==> src/rtl/led_bank_scheduler.sv <==
// led_bank_scheduler: round-robin time-slicing of the 8-LED bank between
// NUM_SRC requesters. Each grant lasts DWELL_CYCLES clocks, or less if the
// owner drops its request. All outputs are registered.
// Optional feature macro: LED_PWM_EN (adds per-source 4-bit brightness).
module led_bank_scheduler #(
    parameter int unsigned NUM_SRC      = 4,
    parameter int unsigned DWELL_CYCLES = 12_000_000
) (
    input  logic                 CLK,
    input  logic                 RST,
    input  logic [NUM_SRC-1:0]   REQ,
    input  logic [NUM_SRC*8-1:0] DATA,
`ifdef LED_PWM_EN
    input  logic [NUM_SRC*4-1:0] BRIGHT,
`endif
    output logic [NUM_SRC-1:0]   GRANT,
    output logic [7:0]           D,
    output logic                 SLOT_DONE,
    output logic                 BUSY
);

    localparam int unsigned IDXW = $clog2(NUM_SRC);
    localparam int unsigned CNTW = $clog2(DWELL_CYCLES);
    localparam logic [IDXW:0]   NSRC_W   = (IDXW+1)'(NUM_SRC);
    localparam logic [CNTW-1:0] CNT_LOAD = CNTW'(DWELL_CYCLES - 1);
    localparam logic [IDXW-1:0] LAST_RST = IDXW'(NUM_SRC - 1);

    typedef enum logic {
        ST_IDLE = 1'b0,
        ST_SHOW = 1'b1
    } state_t;

    state_t              state_q, state_d;
    logic [IDXW-1:0]     last_q, last_d;
    logic [CNTW-1:0]     cnt_q, cnt_d;
    logic [NUM_SRC-1:0]  grant_q, grant_d;
    logic [7:0]          led_q, led_d;
    logic                done_q, done_d;
    logic                busy_q, busy_d;

    logic [7:0]          data_arr [NUM_SRC];
    logic [IDXW-1:0]     sel_c;
    logic [IDXW:0]       cand_c;
    logic                any_req_c;
    logic                owner_req_c;
    logic [7:0]          pat_own_c;
    logic [7:0]          pat_sel_c;

    // Split the flat pattern bus into per-source bytes
    for (genvar i = 0; i < NUM_SRC; i++) begin : g_data
        assign data_arr[i] = DATA[8*i +: 8];
    end

`ifdef LED_PWM_EN
    logic [3:0] bright_arr [NUM_SRC];
    logic [3:0] pwm_q;

    for (genvar i = 0; i < NUM_SRC; i++) begin : g_bright
        assign bright_arr[i] = BRIGHT[4*i +: 4];
    end

    // Free-running PWM phase; deliberately not restarted on grant
    always_ff @(posedge CLK or posedge RST) begin
        if (RST) begin
            pwm_q <= 4'd0;
        end else begin
            pwm_q <= pwm_q + 4'd1;
        end
    end

    assign pat_own_c = data_arr[last_q] & {8{pwm_q < bright_arr[last_q]}};
    assign pat_sel_c = data_arr[sel_c]  & {8{pwm_q < bright_arr[sel_c]}};
`else
    assign pat_own_c = data_arr[last_q];
    assign pat_sel_c = data_arr[sel_c];
`endif

    assign any_req_c   = |REQ;
    assign owner_req_c = REQ[last_q];

    // Round-robin search from last+1 wrapping to last; nearest requester wins
    always_comb begin
        sel_c  = last_q;
        cand_c = '0;
        for (int k = NUM_SRC; k >= 1; k--) begin
            cand_c = {1'b0, last_q} + (IDXW+1)'(k);
            if (cand_c >= NSRC_W) begin
                cand_c = cand_c - NSRC_W;
            end
            if (REQ[cand_c[IDXW-1:0]]) begin
                sel_c = cand_c[IDXW-1:0];
            end
        end
    end

    // State and output registers
    always_ff @(posedge CLK or posedge RST) begin
        if (RST) begin
            state_q <= ST_IDLE;
            last_q  <= LAST_RST;
            cnt_q   <= '0;
            grant_q <= '0;
            led_q   <= 8'h00;
            done_q  <= 1'b0;
            busy_q  <= 1'b0;
        end else begin
            state_q <= state_d;
            last_q  <= last_d;
            cnt_q   <= cnt_d;
            grant_q <= grant_d;
            led_q   <= led_d;
            done_q  <= done_d;
            busy_q  <= busy_d;
        end
    end

    // Next-state: grant, dwell countdown, early release and handoff
    always_comb begin
        state_d = state_q;
        last_d  = last_q;
        cnt_d   = cnt_q;
        grant_d = grant_q;
        led_d   = led_q;
        done_d  = 1'b0;
        busy_d  = busy_q;

        case (state_q)
            ST_IDLE: begin
                grant_d = '0;
                led_d   = 8'h00;
                busy_d  = 1'b0;
                if (any_req_c) begin
                    state_d = ST_SHOW;
                    last_d  = sel_c;
                    cnt_d   = CNT_LOAD;
                    grant_d = NUM_SRC'(1) << sel_c;
                    led_d   = pat_sel_c;
                    busy_d  = 1'b1;
                end
            end
            ST_SHOW: begin
                if ((cnt_q == '0) || !owner_req_c) begin
                    done_d = 1'b1;
                    if (any_req_c) begin
                        last_d  = sel_c;
                        cnt_d   = CNT_LOAD;
                        grant_d = NUM_SRC'(1) << sel_c;
                        led_d   = pat_sel_c;
                        busy_d  = 1'b1;
                    end else begin
                        state_d = ST_IDLE;
                        grant_d = '0;
                        led_d   = 8'h00;
                        busy_d  = 1'b0;
                    end
                end else begin
                    cnt_d = cnt_q - CNTW'(1);
                    led_d = pat_own_c;
                end
            end
            default: begin
                state_d = ST_IDLE;
            end
        endcase
    end

    assign GRANT     = grant_q;
    assign D         = led_q;
    assign SLOT_DONE = done_q;
    assign BUSY      = busy_q;

endmodule
==> config.mk <==
export PLATFORM = sky130hd
export DESIGN_NAME = led_bank_scheduler
export DESIGN_NICKNAME = d
export VERILOG_FILES = /design/src/rtl/led_bank_scheduler.sv
export SDC_FILE = /design/constraint.sdc
export NUM_CORES = 1
export LEC_CHECK = 0
export BUFFER_PORTS_ARGS = -buffer_cell sky130_fd_sc_hd__buf_2
export CAP_MARGIN = 20
export CORE_ASPECT_RATIO = 0.8
export CORE_MARGIN = 2
export CORE_UTILIZATION = 61
export CTS_BUF_LIST = sky130_fd_sc_hd__clkbuf_4 sky130_fd_sc_hd__clkbuf_8
export DETAILED_ROUTE_END_ITERATION = 12
export PLACE_DENSITY = 0.91
export SYNTH_ARGS = -nofsm -noshare
export SYNTH_HDL_FRONTEND = slang
export SYNTH_SLANG_ARGS = --single-unit
export TNS_END_PERCENT = 30
==> constraint.sdc <==
create_clock -name CLK -period 4.2 [get_ports CLK]
set_input_delay 1.26 -clock CLK [delete_from_list [all_inputs] [get_ports CLK]]
set_output_delay 1.26 -clock CLK [all_outputs]
set_load 0.02 [all_outputs]
; ---- Word-level counts from Yosys, hierarchy flattened
; Cells that the tools add are included.
[word_totals]
regBits = 41
in_bits = 38
out_inout_bits = 14
elab_cells = 79
[op_classes]
n_addsub = 9
magnitude_cmp = 11
n_eq_ne = 1
shift = 1
n_mux = 43
bitwise = 3
n_reduce_logical = 4
[op_table]
columns = op, n
row1 = 24-bit two-way mux, 2
row2 = 8-bit two-way mux, 6
row3 = 24-bit one-hot mux with 2 select lines, 1
row4 = 8-bit binary-select mux with 2-bit select, 2
row5 = 24-bit logical NOT, 1
row6 = 24-bit by 1-bit subtractor with 24-bit output (second input constant), 1
row7 = 2-bit two-way mux, 10
row8 = 3-bit >= comparator (second input constant), 6
row9 = 8-bit one-hot mux with 2 select lines, 1
row10 = 2-bit by 3-bit less-than comparator with 1-bit output (second input constant), 5
row11 = 1-bit binary-select mux with 2-bit select, 5
row12 = 1-bit two-way mux, 10
row13 = 4-bit two-way mux, 2
row14 = 4-bit one-hot mux with 2 select lines, 1
row15 = 2-bit by 1-bit subtractor with 2-bit output (second input constant), 4
row16 = 2-bit by 2-bit adder with 3-bit output (second input constant), 2
row17 = 2-bit inverter with 3-bit output, 2
row18 = 1-bit one-hot mux with 2 select lines, 2
row19 = 2-bit one-hot mux with 2 select lines, 1
row20 = 4-bit OR reduction, 1
row21 = 1-bit by 2-bit << shifter with 4-bit output (first input constant), 1
row22 = 2-bit by 1-bit adder with 3-bit output (second input constant), 1
row23 = 2-bit by 3-bit adder with 3-bit output (second input constant), 1
row24 = 2-bit by 1-bit inequality test with 1-bit output (second input constant), 1
row25 = other kinds (3), 3

; ---- Longest topological paths before layout
[logic_depth]
depth_word = 16
ltp_mapped = 8
ltp_nobuf = 6

; ---- Worst setup path before layout
; No wires, ideal clock.
[synth_timing]
path_kind = input to register
start = in REQ[1]
end = reg led_q[0], in the netlist D[0]
setup_ns = 0.096
t_arrival_ns = 2.505
required_time_ns = 4.104
path_slack_ns = 1.599
path_stages = 7
n_path_buf = 2
path_cell_list = o21a_1 > o21ai_1 > and2_1 > clkbuf_2 > buf_2 > a211oi_1 > o31ai_1
[synth_via]
elab_chain_cells = 13
elab_cells_between_ends = 24
classes_between = mux (20) / bitwise (1) / reduce/logical (3)
[synth_lines]
columns = item, line_no
row1 = from (decl), 11  ; input logic [NUM_SRC-1:0] REQ,
row2 = 1-bit binary-select mux with 2-bit select, 90  ; if (REQ[cand_c[IDXW-1:0]]) begin
row3 = 1-bit two-way mux (not written as such), 90
row4 = 2-bit two-way mux (4 in series), 90
row5 = 2-bit inverter with 3-bit output (not written as such), 75  ; assign pat_sel_c = data_arr[sel_c];
row6 = 8-bit binary-select mux with 2-bit select, 75
row7 = 8-bit two-way mux (not written as such) (2 in series), 75
row8 = 8-bit two-way mux, "132, 144"
row9 = 8-bit two-way mux, 142  ; if ((cnt_q == '0) || !owner_req_c) begin
row10 = 8-bit one-hot mux with 2 select lines *, 127  ; case (state_q)
row11 = net led_d[0], 37  ; logic [7:0] led_q, led_d;
row12 = to (signal assigned), 111  ; led_q <= led_d;
row13 = to (decl), 37
; The timed path passes the listed nets; every way through them passes the cells marked *. The select of a mux whose other input is x is not followed.
; A chain may end at the register's enable or synchronous reset.

; ---- Final worst setup path
[layout_timing]
start = in REQ[3]
end = reg led_q[6], in the netlist D[6]
; The elaborated chain is that of the path after synthesis.

==> key figures <==
STA
  • Final Worst Setup Slack: 1203 ps
  • Final hold vios: 0
  • Rel. slew slack: 0.3886
  • Worst Max-Slew Pin Slew: 914.1 ps
  • Fmax: 0.3337 GHz
  • Crit share post-route: 0.7135
  • Final setup violation count: 0
  • Max-slew violation count: 0
  • TNS Setup: 0 ps
  • RSZ-0062 raised after global routing: no
  • Clk_skew: 5.633 ps
  • Fin crit period: 2997 ps

Logic synthesis
  • Sequential cell area fraction in the yosys report: 0.3979
  • Asr flop ratio synth: 1.000
  • Synth Flop Type: dfrtp_1
  • Net Count, Synth: 309
  • Synth area leader: dfrtp_1
  • Avg Inst Size Synth: 9.610 um2
  • Yosys warns: 0
  • Post-synth cell types: 45
  • Post-synth top area share: 0.3775
  • Yosys reg bits: 41
  • Mapped Area: 2585 um2
  • Post-synth EDFFs: 0
  • Post-Syn Instances: 269
  • Largest cells by area after synthesis: dfrtp_1 (38%), mux4_2 (7.8%), a21boi_0 (4.9%)

Critical path
  • Type of the worst setup path: input port to flop
  • Crit path required time: 4370 ps
  • CP Capture Type: flop
  • Startpoint type of the worst setup path: input port
  • Cells on worst reg2reg path: 5
  • Worst EP arrival: 3170 ps
  • Worst-path maximum fanout: 20

Drt
  • Via/cell ratio: 6.444
  • Met1 Wirelength: 2798 um
  • Met3 wire len: 390 um
  • Vias: 2410
  • Final wirelength: 6382 um
  • WL per Instance: 17.06 um
  • DR pass1 iterations: 5
  • Highest routed layer: met4
  • Routed Antenna Nets: 0
  • DRT iter0 DRCs: 256
  • WL met2: 3003 um
  • DRC: 0

Status
  • Status: completed

Floorplan
  • Chip width: 76.78 um
  • I/O pins: 52
  • Core Area: 4125 um2
  • # rows: 21
  • Initial Util: 0.6266
  • DIE AREA: 4778 um2
  • Die height: 62.23 um

Job
  • Max cap viols: 0

Place
  • Gpl congestion: 0.8380
  • Port bufs: 51
  • DP Wirelength: 4551 um
  • Dpl ws: 928.1 ps
  • Placed cells: 366

Final layout
  • Area Overhead vs Synth: 14.47%
  • Most common cell after layout, fill and taps aside: buf_2
  • Fraction of final layout cells sized beyond drive strength 1: 0.2618
  • Final Instance Count excl. Fillers: 374
  • Diodes inserted: 0
  • Commonest non-fill, non-tap cells in the layout: buf_2 (52), dfrtp_1 (39), nand2_1 (23), a21boi_0 (17)
  • Util after Layout: 0.7173
  • Nets@finish: 356

GRT
  • GRT Residual Overflow: 0
  • Initial antenna violation count: 0
  • Vias in the first global route: 2265
  • Largest net degree at the start of global routing: 33
  • First-pass GRT wire length: 10620 um
  • All-Layer GR Usage: 0.2777

Min path
  • HP Class: flop to flop
  • Hold Path Stages: 2

Power and ir drop
  • Clock power share: 0.160
  • Maximum VDD drop: 0.4407 mV
  • Total power: 1.665 mW
  • Seq pwr share: 0.350
  • PwrDens: 562.6 nW/um2
  • Sw frac: 0.4283
  • Power Internal: 951.9 uW
  • NetSw: 713.0 uW
  • Combinational Power Share: 0.490
  • Pleak: 1.204 nW

CTS
  • Worst-path clk slew: 70 ps
  • Post-CTS sizing: 0
  • CTS max path bufs: 2
  • Skew-Pair Late Insertion Delay: 290 ps
  • CTS tree: yes
  • Sink Count: 41
  • Postcts setup bufs: 0
  • Clock Tree Root: clkbuf_8
  • Cts hold-fix bufs: 0
  • H-tree levels: 2
  • Cts bufs inserted: 5
==> registers in the layout, indices dropped and copies added, names as in the netlist <==
signal,cells
cnt_q,24
D,8
GRANT,4
last_q,2
BUSY,1
SLOT_DONE,1
state_q,1
==> final cells by class <==
class	instances	area [um2]
Multi-Input combinational cell	202	1436
Fill cell	322	1166
Sequential cell	41	1028
Timing Repair Buffer	57	297.8
Clock buffer	8	91.34
Tap cell	57	71.32
Inverter	9	33.78
==> cell families after synthesis <==
group                      count (synthesis)  share of synthesized area
buffers and inverters                     26                    0.04646
DFF                                       41                     0.3979
adders and majority gates                  2                   0.009679
xor gates and xnor gates                   4                    0.01356
muxes                                      9                    0.07841
and+or+nand+nor                           89                     0.1864
AOI/OAI and AO/OA                         98                     0.2677
==> power groups by stage <==
| stage | combinational (mW) | clock, mW | sequential, mW |
|---|---|---|---|
| after global routing | 0.885 | 0.285 | 0.597 |
| after global placement | 0.771 | 0 | 0.588 |
| after floorplan | 0.579 | 0 | 0.615 |
| after detailed placement | 0.801 | 0 | 0.591 |
| final | 0.815 | 0.266 | 0.583 |
| after CTS | 0.802 | 0.266 | 0.583 |
==> synthesized netlist by cell type, types with 2 or more instances <==
| cell type | count |
|---|---|
| a21oi_1 | 15 |
| a211o_1 | 3 |
| nand2b_1 | 5 |
| clkbuf_1 | 6 |
| nor4_2 | 3 |
| nand2_1 | 23 |
| a211oi_1 | 16 |
| nor4_1 | 3 |
| a31oi_1 | 6 |
| mux4_2 | 9 |
| o31ai_1 | 14 |
| nor2_1 | 14 |
| o41ai_1 | 6 |
| inv_1 | 9 |
| o21ai_0 | 13 |
| ha_1 | 2 |
| nand3_1 | 4 |
| a21boi_0 | 17 |
| and3_1 | 8 |
| or3_1 | 5 |
| buf_2 | 8 |
| dfrtp_1 | 39 |
| nor3_1 | 16 |
| xnor2_1 | 3 |
| dfstp_2 | 2 |
==> metrics by stage <==
step | instance area (um2) | hold WS (ps)
floorplan | 2585 | 443.7
global placement | 2863 | 453.8
detailed placement | 2868 | 466.3
CTS | 2959 | 482.4
global route | 2959 | 501.7
finish | 2959 | 481.4
==> critical path: stages <==
cell	delay, ps
buf_2	130
mux4_2	480
nand2_1	150
a41o_1	560
nand2_4	210
o31ai_1	380
==> per-layer routing <==
metal / vias to the layer above / track usage
li1: 1120 / -
met1: 1163 / 0.3996
met2: 108 / 0.4101
met3: 19 / 0.04651
met4: 0 / 0.1386
met5: - / 0
==> path summary, 6_finish.rpt <==
kind / from / end / slack, ps
max reg2reg: last_q[0] / D[6] / 1500
min: GRANT[2] / GRANT[2] / 480
max: REQ[3] / D[6] / 1200
min reg2reg: GRANT[2] / GRANT[2] / 480
max in group asynchronous: RST / cnt_q[2] / 2340
min in group asynchronous: RST / D[3] / 1090
No activity file was read; power rests on OpenSTA's default activity.
